**config.mk**
```make
export PLATFORM = sky130hd
export DESIGN_NAME = drw_wrt_burst
export DESIGN_NICKNAME = d
export VERILOG_FILES = /design/src/rtl/drw_wrt_burst.sv
export SDC_FILE = /design/constraint.sdc
export NUM_CORES = 1
export LEC_CHECK = 0
export CAP_MARGIN = 25
export CORE_UTILIZATION = 45
export CTS_CLUSTER_DIAMETER = 80
export CTS_CLUSTER_SIZE = 24
export DETAILED_ROUTE_END_ITERATION = 12
export HOLD_SLACK_MARGIN = 0.12
export PLACE_DENSITY_LB_ADDON = 0.12
export REMOVE_ABC_BUFFERS = 1
export SYNTH_ARGS = -nofsm -noshare
export SYNTH_HDL_FRONTEND = slang
export SYNTH_SLANG_ARGS = --single-unit
export TNS_END_PERCENT = 20
```
**constraint.sdc**
```tcl
create_clock -name ACLK -period 11.9 [get_ports ACLK]
set_input_delay 1.19 -clock ACLK [delete_from_list [all_inputs] [get_ports ACLK]]
set_output_delay 1.19 -clock ACLK [all_outputs]
set_load 0.02 [all_outputs]
```
**src/rtl/drw_wrt_burst.sv**
```systemverilog
`default_nettype none
// ============================================================================
//  Module   : drw_wrt_burst
//  Purpose  : Draw-pipeline write-back engine. Drains the pixel write FIFO
//             into AXI4 INCR write bursts covering a WIDTH x HEIGHT rectangle,
//             splitting bursts at line ends and 4 KB boundaries and tracking
//             B responses up to DONE.
//  Options  : `define DRW_WRT_BRESP_ERRCNT_EN to count non-OKAY responses
//             on ERR_CNT (otherwise ERR_CNT is tied to zero).
//  Revision : 1.0 - initial release
// ============================================================================
module drw_wrt_burst #(
  parameter int MAX_BURST       = 16,
  parameter int MAX_OUTSTANDING = 4,
  parameter int CNT_W           = 9
) (
  input  logic             ACLK,
  input  logic             ARST_N,
  input  logic             RST,
  input  logic             START,
  input  logic [31:0]      DST_ADDR,
  input  logic [15:0]      DST_STRIDE,
  input  logic [11:0]      WIDTH,
  input  logic [11:0]      HEIGHT,
  output logic             BUSY,
  output logic             DONE,
  output logic [7:0]       ERR_CNT,
  input  logic [CNT_W-1:0] WRT_FIFO_DATA_CNT,
  output logic             WRT_FIFO_RD,
  input  logic [31:0]      WRT_FIFO_DOUT,
  output logic [31:0]      M_AXI_AWADDR,
  output logic [7:0]       M_AXI_AWLEN,
  output logic [2:0]       M_AXI_AWSIZE,
  output logic [1:0]       M_AXI_AWBURST,
  output logic             M_AXI_AWVALID,
  input  logic             M_AXI_AWREADY,
  output logic [31:0]      M_AXI_WDATA,
  output logic [3:0]       M_AXI_WSTRB,
  output logic             M_AXI_WLAST,
  output logic             M_AXI_WVALID,
  input  logic             M_AXI_WREADY,
  input  logic [1:0]       M_AXI_BRESP,
  input  logic             M_AXI_BVALID,
  output logic             M_AXI_BREADY
);

  localparam logic [2:0] S_IDLE  = 3'd0;
  localparam logic [2:0] S_CALC  = 3'd1;
  localparam logic [2:0] S_AW    = 3'd2;
  localparam logic [2:0] S_W     = 3'd3;
  localparam logic [2:0] S_DRAIN = 3'd4;

  localparam int          c_OUT_W     = $clog2(MAX_OUTSTANDING + 1);
  localparam logic [12:0] c_MAX_BURST = 13'(MAX_BURST);
  localparam logic [31:0] c_MAX_OUT   = 32'(MAX_OUTSTANDING);

  logic [2:0]         r_state;
  logic [31:0]        r_addr;
  logic [31:0]        r_line_addr;
  logic [15:0]        r_stride;
  logic [11:0]        r_width;
  logic [11:0]        r_pix_left;
  logic [11:0]        r_lines_left;
  logic [8:0]         r_len;
  logic [8:0]         r_beat;
  logic [c_OUT_W-1:0] r_outstanding;
  logic               r_busy;
  logic               r_done;
  logic               r_bready;
  logic [31:0]        r_awaddr;
  logic [7:0]         r_awlen;

  logic [12:0] w_room_bytes;
  logic [12:0] w_room;
  logic [12:0] w_len;
  logic        w_can_issue;
  logic        w_aw_hs;
  logic        w_w_hs;
  logic        w_b_hs;
  logic        w_last_beat;
  logic        w_line_end;
  logic [31:0] w_next_line;

  // Burst length: limited by MAX_BURST, the rest of the line and the 4 KB page
  always_comb begin
    w_room_bytes = 13'd4096 - {1'b0, r_addr[11:0]};
    w_room       = w_room_bytes >> 2;
    w_len        = c_MAX_BURST;
    if ({1'b0, r_pix_left} < w_len) w_len = {1'b0, r_pix_left};
    if (w_room < w_len)             w_len = w_room;
  end

  // The whole burst must already sit in the FIFO so WVALID never gaps
  assign w_can_issue = (32'(WRT_FIFO_DATA_CNT) >= 32'(w_len)) &&
                       (32'(r_outstanding) < c_MAX_OUT);

  assign w_aw_hs     = (r_state == S_AW) && M_AXI_AWREADY;
  assign w_w_hs      = (r_state == S_W) && M_AXI_WREADY;
  assign w_b_hs      = M_AXI_BVALID && r_bready;
  assign w_last_beat = (r_beat == (r_len - 9'd1));
  assign w_line_end  = (r_pix_left == {3'b000, r_len});
  assign w_next_line = r_line_addr + {16'h0000, r_stride};

  assign BUSY          = r_busy;
  assign DONE          = r_done;
  assign WRT_FIFO_RD   = w_w_hs;
  assign M_AXI_AWADDR  = r_awaddr;
  assign M_AXI_AWLEN   = r_awlen;
  assign M_AXI_AWSIZE  = 3'b010;
  assign M_AXI_AWBURST = 2'b01;
  assign M_AXI_AWVALID = (r_state == S_AW);
  assign M_AXI_WDATA   = WRT_FIFO_DOUT;
  assign M_AXI_WSTRB   = 4'hF;
  assign M_AXI_WVALID  = (r_state == S_W);
  assign M_AXI_WLAST   = (r_state == S_W) && w_last_beat;
  assign M_AXI_BREADY  = r_bready;

  // Main sequencer: parameter latch, burst sizing, beat counting, line stepping
  always_ff @(posedge ACLK or negedge ARST_N) begin
    if (!ARST_N) begin
      r_state      <= S_IDLE;
      r_addr       <= '0;
      r_line_addr  <= '0;
      r_stride     <= '0;
      r_width      <= '0;
      r_pix_left   <= '0;
      r_lines_left <= '0;
      r_len        <= '0;
      r_beat       <= '0;
      r_busy       <= 1'b0;
      r_done       <= 1'b0;
      r_awaddr     <= '0;
      r_awlen      <= '0;
    end else if (RST) begin
      r_state      <= S_IDLE;
      r_addr       <= '0;
      r_line_addr  <= '0;
      r_stride     <= '0;
      r_width      <= '0;
      r_pix_left   <= '0;
      r_lines_left <= '0;
      r_len        <= '0;
      r_beat       <= '0;
      r_busy       <= 1'b0;
      r_done       <= 1'b0;
      r_awaddr     <= '0;
      r_awlen      <= '0;
    end else begin
      r_done <= 1'b0;
      case (r_state)
        S_IDLE: begin
          if (START) begin
            r_addr       <= DST_ADDR;
            r_line_addr  <= DST_ADDR;
            r_stride     <= DST_STRIDE;
            r_width      <= WIDTH;
            r_pix_left   <= WIDTH;
            r_lines_left <= HEIGHT;
            r_busy       <= 1'b1;
            r_state      <= S_CALC;
          end
        end
        S_CALC: begin
          r_len <= w_len[8:0];
          if (w_can_issue) begin
            r_awaddr <= r_addr;
            r_awlen  <= 8'(w_len - 13'd1);
            r_beat   <= '0;
            r_state  <= S_AW;
          end
        end
        S_AW: begin
          if (M_AXI_AWREADY) r_state <= S_W;
        end
        S_W: begin
          if (w_w_hs) begin
            r_beat <= r_beat + 9'd1;
            if (w_last_beat) begin
              if (w_line_end) begin
                r_line_addr  <= w_next_line;
                r_addr       <= w_next_line;
                r_pix_left   <= r_width;
                r_lines_left <= r_lines_left - 12'd1;
                r_state      <= (r_lines_left == 12'd1) ? S_DRAIN : S_CALC;
              end else begin
                r_addr     <= r_addr + {21'h0, r_len, 2'b00};
                r_pix_left <= r_pix_left - {3'b000, r_len};
                r_state    <= S_CALC;
              end
            end
          end
        end
        S_DRAIN: begin
          // Finish in the cycle the final response is accepted
          if ((r_outstanding == '0) ||
              ((r_outstanding == c_OUT_W'(1)) && w_b_hs)) begin
            r_done  <= 1'b1;
            r_busy  <= 1'b0;
            r_state <= S_IDLE;
          end
        end
        default: r_state <= S_IDLE;
      endcase
    end
  end

  // Outstanding-burst tracker and response acceptance
  always_ff @(posedge ACLK or negedge ARST_N) begin
    if (!ARST_N) begin
      r_outstanding <= '0;
      r_bready      <= 1'b0;
    end else if (RST) begin
      r_outstanding <= '0;
      r_bready      <= 1'b0;
    end else begin
      r_bready <= 1'b1;
      if (w_aw_hs && !w_b_hs) begin
        r_outstanding <= r_outstanding + c_OUT_W'(1);
      end else if (!w_aw_hs && w_b_hs && (r_outstanding != '0)) begin
        r_outstanding <= r_outstanding - c_OUT_W'(1);
      end
    end
  end

`ifdef DRW_WRT_BRESP_ERRCNT_EN
  logic [7:0] r_err_cnt;

  // Saturating count of non-OKAY responses for the current rectangle
  always_ff @(posedge ACLK or negedge ARST_N) begin
    if (!ARST_N) begin
      r_err_cnt <= '0;
    end else if (RST) begin
      r_err_cnt <= '0;
    end else if ((r_state == S_IDLE) && START) begin
      r_err_cnt <= '0;
    end else if (w_b_hs && (M_AXI_BRESP != 2'b00) && (r_err_cnt != 8'hFF)) begin
      r_err_cnt <= r_err_cnt + 8'd1;
    end
  end

  assign ERR_CNT = r_err_cnt;
`else
  logic w_unused_bresp;

  assign ERR_CNT        = 8'h00;
  assign w_unused_bresp = ^M_AXI_BRESP;
`endif

endmodule
`default_nettype wire

```
### Yosys cells after proc, flatten, opt, wreduce, memory -nomap -nowiden

Cells that the tools add are included.

* bits in registers: 183
* input bits: 122
* output and inout port bits: 96

* add/sub/neg operators: 10
* order comparisons: 4
* eq/ne operators: 15
* multiplexer cells: 63
* reductions and logical operators: 30

Operator list (number)
* 32-bit two-way mux: 12
* 12-bit two-way mux: 14
* 32-bit case mux with 2 select lines: 2
* 16-bit two-way mux: 3
* 12-bit case mux with 2 select lines: 2
* 9-bit two-way mux: 5
* 3-bit two-way mux: 12
* 32-bit by 11-bit adder with 32-bit output: 1
* 32-bit by 16-bit adder with 32-bit output: 1
* 8-bit two-way mux: 3
* 9-bit case mux with 2 select lines: 1
* 3-bit case mux with 5 select lines: 1
* 3-bit nonzero test: 5
* 13-bit by 12-bit subtractor with 13-bit output, first input constant: 1
* 12-bit by 1-bit equality test with 1-bit output, second input constant: 1
* 12-bit by 9-bit equality test with 1-bit output: 1
* 9-bit by 12-bit >= comparator with 1-bit output: 1
* 11-bit by 12-bit < comparator with 1-bit output: 1
* 12-bit by 5-bit < comparator with 1-bit output, second input constant: 1
* 3-bit inequality test, second input constant: 4
* 12-bit by 1-bit subtractor with 12-bit output, second input constant: 1
* 12-bit by 9-bit subtractor with 12-bit output: 1
* 9-bit by 1-bit adder with 9-bit output, second input constant: 1
* 9-bit equality test: 1
* other kinds (21): 46

### Longest topological paths before layout

Gate-level depths: netlist of run 1.

* depth after elaboration: 9
* mapped depth: 25
* gate-level depth less buffers: 21

### Worst setup path before layout of run 1

No wires, ideal clock.

* path kind: reg-to-reg
* from: register r_pix_left[6]
* to: register r_awaddr[17] (netlist: M_AXI_AWADDR[17])
* library setup time: 0.132 ns
* arrival: 5.510 ns
* data required time: 11.768 ns
* slack: 6.258 ns
* cell stages (with the launch flop): 26
* buffers on the path: 4
* cell sequence: dfrtp_1 > or4_1 > nor3_1 > clkbuf_1 > and2_1 > inv_1 > ha_1 > o21ai_0 > a2111oi_0 > nand4_1 > o211ai_1 > clkbuf_1 > nor2_1 > a31oi_1 > inv_1 > ha_1 > nand2b_1 > a2111oi_0 > o311ai_0 > a21oi_1 > a211oi_2 > nand3_1 > buf_2 > buf_2 > mux2i_1 > nor2_1

* longest elaborated chain between the ends: 8

RTL lines
* start: declaration: RTL line 62 `logic [11:0] r_pix_left;`
* start signal: assignment: RTL line 182 `r_pix_left <= r_width;`
* start signal: assignment: RTL line 187 `r_pix_left <= r_pix_left - {3'b000, r_len};`
* 12-bit by 5-bit < comparator with 1-bit output: RTL line 89 `if ({1'b0, r_pix_left} < w_len) w_len = {1'b0, r_pix_left};`
* 12-bit two-way mux (*): RTL line 89
* 11-bit by 12-bit < comparator with 1-bit output: RTL line 90 `if (w_room < w_len) w_len = w_room;`
* 12-bit two-way mux (*): RTL line 90
* 9-bit by 12-bit >= comparator with 1-bit output (*): RTL line 94 `assign w_can_issue = (32'(WRT_FIFO_DATA_CNT) >= 32'(w_len)) &&`
* 1-bit logical AND (*): RTL line 94
* 2-bit nonzero test (no source line) (*)
* 2-bit AND reduction (no source line) (*)
* end signal: assignment: RTL line 166 `r_awaddr <= r_addr;`
* end: declaration: RTL line 70 `logic [31:0] r_awaddr;`

Every way passes the cells marked *; elsewhere a longest branch is shown, timed or not.
A chain may end at the register's enable or synchronous reset.

### Worst setup path after layout of run 1

* from: register r_addr[3]
* to: register r_beat[6]

* longest elaborated chain between the ends: 7

RTL lines
* start: declaration: RTL line 58 `logic [31:0] r_addr;`
* start signal: assignment: RTL line 181 `r_addr <= w_next_line;`
* start signal: assignment: RTL line 186 `r_addr <= r_addr + {21'h0, r_len, 2'b00};`
* 13-bit by 12-bit subtractor with 13-bit output (*): RTL line 86 `w_room_bytes = 13'd4096 - {1'b0, r_addr[11:0]};`
* 11-bit by 12-bit < comparator with 1-bit output: RTL line 90
* 12-bit two-way mux (*): RTL line 90
* 9-bit by 12-bit >= comparator with 1-bit output (*): RTL line 94
* 1-bit logical AND (*): RTL line 94
* 3-bit inequality test (no source line) (*)
* 3-bit AND reduction (no source line) (*)
* end signal: assignment: RTL line 177 `r_beat <= r_beat + 9'd1;`
* end: declaration: RTL line 65 `logic [8:0] r_beat;`

Marked as above.

==> flow_summary.json, run 1 <==
{
  "outcome": "finished, final reports clean",
  "n_antenna_cell": 0,
  "yosys.area.top_type_share_pct": 36.2,
  "overflow": 0,
  "die_x_um": 170,
  "synth.area.top_cells": "dfrtp_1 36%, ha_1 6.0%, nand2_1 5.6%",
  "hold_path_class": "reg -> reg",
  "power_density_nw_per_um2": 204,
  "vias": 11700,
  "cts_tree": "built",
  "ios": 218,
  "syn_avg_cell_area_sq_um": 8.33,
  "cp-end-kind": "flip-flop",
  "ys.flop_type": "dfrtp_1",
  "routed_wirelength_mm": 40.0,
  "ys_seq_elements": 183,
  "syn_area_sq_um": 12600,
  "cts_buffer_depth": 2,
  "ys_types": 78,
  "die-area_sq_um": 28800,
  "ctsResizeCount": 0,
  "cts_buffers": 17,
  "ctsHoldBuffers": 0,
  "ys_seq_area_share_pct": 36.2,
  "antenna_found_initial": 0,
  "grt_pass1_vias": 11300,
  "async_flop_share_pct": 100,
  "clock-sinks": 183,
  "drive_above_1_share_pct": 5.01,
  "clock_latency_ns": 0.45,
  "die_h_um": 170,
  "syn_to_final_growth_pct": 16.1,
  "ant_nets": 0,
  "nNetsFinal": 1769,
  "critPathMostFrequentCell": "nand2_1",
  "netlist_instances": 1518,
  "drt_first_iter_violations": 919,
  "netlist_top_cells_count": "188 x nand2_1, 183 x dfrtp_1, 158 x nor2_1",
  "crit_slowest_cell": "o211ai_1",
  "maxCapViolations": 0,
  "drt-wirelength-per-cell_um": 20.3,
  "setup_viol_count_final": 0,
  "fmax_mhz": 141,
  "dp_hpwl_mm": 28.0,
  "drcViolationCount": 0,
  "start_util_pct": 45.7,
  "vias_per_cell": 5.95,
  "cpPeakStageDelay_ns": 0.78,
  "cp_top_family": "compound AO/OA/AOI/OAI gates",
  "grt_first_pass_wirelength_mm": 63.0,
  "period_needed_ns": 7.08,
  "critPathMaxFanout": 22,
  "synth_area_leader_cell": "dfrtp_1",
  "power_leakage_nw": 6.43,
  "track_usage_pct": 28.3,
  "cts_root_buf": "clkbuf_16",
  "globalplace.congestion": 0.888,
  "core_sq_um": 27700,
  "tns_ns": 0,
  "maxSlewViolCount": 0,
  "worstSetupPathType": "reg -> reg",
  "path_clk_slew_ns": 0.08,
  "num_rows": 61,
  "period_share_pct": 59.5,
  "synth_most_common_cell": "nand2_1",
  "grt_max_degree": 119,
  "cts_setup_buffers": 0,
  "arrival_ns": 7.44,
  "cp.buffers_inverters": 2,
  "max_slew.worst_pin.slew_ns": 1.01,
  "p_total_mw": 3.00,
  "synth-edff-count": 0,
  "final.setup_skew_ns": 0.0127,
  "portBuffers": 134,
  "relSlewSlack_pct": 32.6,
  "rsz0062_at_grt": "false",
  "yosys_warnings": 0,
  "cp_data_required_time_ns": 12.27,
  "final_hold_viol_count": 0,
  "firstDrtPassIters": 6,
  "htreeDepth": 4,
  "peakVddDrop_uv": 120,
  "start_kind": "flip-flop",
  "path_cells": "nor4_1 > nand2_1 > nor3_1 > nor2b_1 > ha_1 > nand2_1 > a2111oi_0 > nand4_1 > o211ai_1 > nor2_1 > a31oi_1 > inv_1 > ha_1 > nand2b_1 > a2111oi_0 > o311ai_0 > a21oi_1 > a211oi_2 > nand3_2 > buf_4 > nand2_1 > a21oi_1"
}
[metal layers]
layer / vias up / wire (um) / track usage (%) / share of wire (%)
met2: 456 / 17700 / 43.3 / 44
li1: 5550 / - / - / -
met1: 5679 / 18400 / 39.8 / 46
met5: - / 21 / 1.39 / 0.052
met4: 2 / 756 / 8.42 / 1.9
met3: 52 / 3080 / 6.11 / 7.7
[area by class of cell]
type	instances	area, sq um
clock buffer	17	425
clock inverter	15	188
fill	2644	13000
inverter	41	154
multi-input combinational	1184	7340
sequential	183	4580
tap	378	473
timing repair buffer	156	1530
[state kept, by name (all words and copies together), names as in the netlist, 3 cells and up]
name           flops
r_outstanding      3
M_AXI_AWLEN        8
r_line_addr       32
r_beat             9
r_width           12
r_pix_left        12
r_addr            32
r_len              9
M_AXI_AWADDR      32
r_lines_left      12
r_stride          16
r_state            3
[worst reg2reg max path: cells and delay by family (launching register included)]
family / cells / cell delay [ns]
and+or+nand+nor: 10 / 2.53
adders and majority gates: 2 / 0.61
AOI/OAI and AO/OA: 8 / 2.77
DFF: 1 / 0.47
buffers and inverters: 2 / 0.63
[report_power, final]
part / internal (mW) / switching [mW] / total, mW
clock: 0.320 / 0.287 / 0.607
sequential: 0.762 / 0.189 / 0.951
combinational: 0.577 / 0.865 / 1.44
total: 1.66 / 1.34 / 3.00
[cells by family (layout without fill, tap and decap cells)]
group	Yosys count	count (layout)	synth area share, %
AOI/OAI and AO/OA	469	469	23.8
other	2	23	0.0594
buffers and inverters	172	229	6.71
adders and majority gates	64	64	6.51
and+or+nand+nor	519	519	18.6
DFF	183	183	36.2
muxes	45	45	3.59
xor gates and xnor gates	64	64	4.54
[path summary, 6_finish.rpt]
path,endpoint,cells past startpoint,start,slack [ns]
setup / recovery,r_beat[6],22,r_addr[3],4.82
hold / removal,r_line_addr[0],1,r_line_addr[0],0.49
setup reg to reg,r_beat[6],22,r_addr[3],4.82
hold reg to reg,r_line_addr[0],1,r_line_addr[0],0.49
max in group asynchronous,r_line_addr[20],3,ARST_N,9.63
min in group asynchronous,M_AXI_AWLEN[0],1,ARST_N,0.68
[layout by cell type (no fill, tap or decap), types with 6 or more instances in the layout]
cell type / netlist / routed
mux2i_1: 42 / 42
nor2_1: 158 / 156
dfrtp_1: 183 / 183
a31oi_1: 14 / 14
nand3_1: 31 / 30
o31ai_1: 29 / 29
a21oi_1: 133 / 133
o211ai_1: 16 / 16
and3_1: 13 / 13
nor4_1: 11 / 10
inv_1: 40 / 39
clkbuf_16: 0 / 17
o22ai_1: 8 / 8
a22o_1: 6 / 6
nand2_1: 188 / 187
o2111ai_1: 6 / 6
nand2b_1: 9 / 9
nor2b_1: 6 / 6
nand4_1: 16 / 16
o31a_1: 6 / 6
a21o_1: 25 / 25
nor3b_1: 6 / 6
o21ai_0: 113 / 113
buf_4: 49 / 20
xor2_1: 23 / 23
nor3_1: 36 / 36
and2_1: 7 / 7
ha_1: 61 / 61
a211o_1: 9 / 9
conb_1: 2 / 23
a211oi_1: 25 / 24
xnor2_1: 40 / 40
clkdlybuf4s50_1: 0 / 132
o21a_1: 9 / 9
or4_1: 8 / 8
or3_1: 13 / 13
[metrics by stage]
| stage | std cells | hold WS [ns] | area [sq um] | setup WS, ns | util [%] |
|---|---|---|---|---|---|
| CTS | 1972 | 0.495 | 14700 | 4.88 | 52.9 |
| global placement | 1939 | 0.466 | 14000 | 4.97 | 50.6 |
| finish | 1974 | 0.489 | 14700 | 4.82 | 53.0 |
| detailed placement | 1940 | 0.473 | 14000 | 4.90 | 50.7 |
| floorplan | 1408 | 0.455 | 12000 | 3.26 | - |
| global route | 1974 | 0.518 | 14700 | 3.74 | 53.0 |
No activity file was read; power rests on OpenSTA's default activity.
==> run 2: changes to the inputs <==
- clock period: 11.9 -> 5.8 ns (I/O delays scaled with it)
==> flow_summary.json, run 2 (synthesis gave the netlist of run 1 again) <==
{
  "peakVddDrop_uv": 238,
  "portBuffers": 134,
  "relSlewSlack_pct": 26.4,
  "cp.buffers_inverters": 5,
  "final.setup_skew_ns": 0.0113,
  "ant_nets": 0,
  "cts_buffers": 17,
  "reg2reg_from": "r_pix_left[9]",
  "final_common_cell": "nand2_1",
  "die_h_um": 170,
  "reg2reg_slack_ns": 0.32,
  "vias_per_cell": 5.91,
  "drt-wirelength-per-cell_um": 20.1,
  "outcome": "finished, final reports clean",
  "path_clk_slew_ns": 0.08,
  "period_share_pct": 94.4,
  "worstSetupPathType": "reg -> reg",
  "tns_ns": 0,
  "start_util_pct": 45.7,
  "cp.depth": 23,
  "firstDrtPassIters": 5,
  "max_slew.worst_pin.slew_ns": 1.10,
  "power_density_nw_per_um2": 420,
  "dp_hpwl_mm": 28.0,
  "grt_first_pass_wirelength_mm": 62.2,
  "arrival_ns": 5.80,
  "syn_to_final_growth_pct": 17.1,
  "die-area_sq_um": 28800,
  "grt_max_degree": 77,
  "crit_slowest_cell": "or3_1",
  "setup_viol_count_final": 0,
  "core_sq_um": 27700,
  "cpPeakStageDelay_ns": 0.46,
  "routed_wirelength_mm": 40.0,
  "layout_common_cells": "187 x nand2_1, 183 x dfrtp_1, 156 x nor2_1, 133 x a21oi_1, 132 x clkdlybuf4s50_1",
  "reg2reg_depth": 23,
  "track_usage_pct": 27.9,
  "critPathMaxFanout": 13,
  "cts_root_buf": "clkbuf_16",
  "power_leakage_nw": 6.49,
  "overflow": 0,
  "cts_tree": "built",
  "cp-end-kind": "flip-flop",
  "drt_first_iter_violations": 896,
  "hold_path_class": "in -> async",
  "clock-sinks": 183,
  "period_needed_ns": 5.48,
  "clock_latency_ns": 0.45,
  "cp-startpoint": "r_pix_left[9]",
  "fmax_mhz": 183,
  "critPathMostFrequentCell": "buf_4",
  "drive_above_1_share_pct": 6.45,
  "htreeDepth": 4,
  "ctsHoldBuffers": 0,
  "cp_data_required_time_ns": 6.13,
  "final_hold_viol_count": 0,
  "grt_pass1_vias": 11000,
  "start_kind": "flip-flop",
  "holdWs_ns": 0.147,
  "antenna_found_initial": 0,
  "crit_end": "r_state[0]",
  "cts_buffer_depth": 2,
  "num_rows": 61,
  "fillers": 2619,
  "ios": 218,
  "vias": 11800,
  "die_x_um": 170,
  "r2r-end": "r_state[0]",
  "drcViolationCount": 0,
  "maxCapViolations": 0,
  "path_cells": "or3_1 > nor3_1 > buf_4 > and2_1 > inv_1 > ha_1 > o21ai_0 > a2111oi_1 > nand4_1 > o211ai_1 > buf_4 > a31oi_2 > inv_1 > ha_1 > nand2b_1 > a2111oi_4 > o31ai_1 > nand2_1 > nand4_1 > a311oi_2 > buf_4 > a211o_1 > mux2_2",
  "globalplace.congestion": 0.920,
  "maxSlewViolCount": 0,
  "cp_top_family": "compound AO/OA/AOI/OAI gates",
  "nNetsFinal": 1786
}
run 2: changes by cell type in the layout (fill, tap and decap cells not counted), moves of 2 or more:
cell,change
inv_8,-2
bufinv_16,-2
clkbuf_8,+2
nor3_2,+2
buf_4,+18
nor3_1,-2
a2111oi_0,-2
inv_6,+3
run 2: area by class of cell:
type / instances / area (sq um) / share of cell area (%)
sequential: 183 / 4580 / 30.9
multi-input combinational: 1184 / 7390 / 49.9
clock inverter: 13 / 111 / 0.752
clock buffer: 19 / 453 / 3.06
tap: 378 / 473 / 3.19
antenna: 1 / 2.50 / 0.0169
inverter: 41 / 154 / 1.04
timing repair buffer: 173 / 1650 / 11.1
run 2: timing repair:
action                                  in CTS  in global routing
endpoints found under the setup margin       0                 52
gates resized for setup                      0                 11
setup buffers                                0                  2
run 2: how the worst min path moves through the flow:
| stage | cells after the start | endpoint | from |
|---|---|---|---|
| 2_1_floorplan | 0 | BUSY | ARST_N |
| 3_3_place_gp | 1 | r_line_addr[0] | r_line_addr[0] |
| 3_5_place_dp | 2 | r_line_addr[9] | r_line_addr[9] |
| 4_1_cts | 1 | M_AXI_AWLEN[0] | ARST_N |
| 5_1_grt | 1 | M_AXI_AWLEN[0] | ARST_N |
| 6_report | 1 | M_AXI_AWLEN[1] | ARST_N |
run 2: power breakdown:
group | switching, mW | internal (mW)
Sequential | 0.362 | 1.56
Combinational | 1.85 | 1.29
Clock | 0.571 | 0.587
run 2: per-layer routing:
layer | global-route usage, % | share of wire [%]
met2 | 42.5 | 45
met3 | 6.25 | 8.0
met4 | 6.82 | 1.7
met5 | 1.22 | 0
met1 | 39.8 | 46
run 2: through the flow:
| stage | util (%) | area, sq um | instances | worst slack [ns] | power [mW] |
|---|---|---|---|---|---|
| after floorplan | - | 12000 | 1408 | -2.84 | 3.92 |
| after global placement | 51.1 | 14200 | 1956 | 0.166 | 4.91 |
| after detailed placement | 51.1 | 14200 | 1956 | 0.0545 | 4.96 |
| after CTS | 53.2 | 14700 | 1988 | 0.0219 | 6.14 |
| after global routing | 53.4 | 14800 | 1991 | -0.0122 | 6.65 |
| final | 53.5 | 14800 | 1992 | 0.322 | 6.22 |
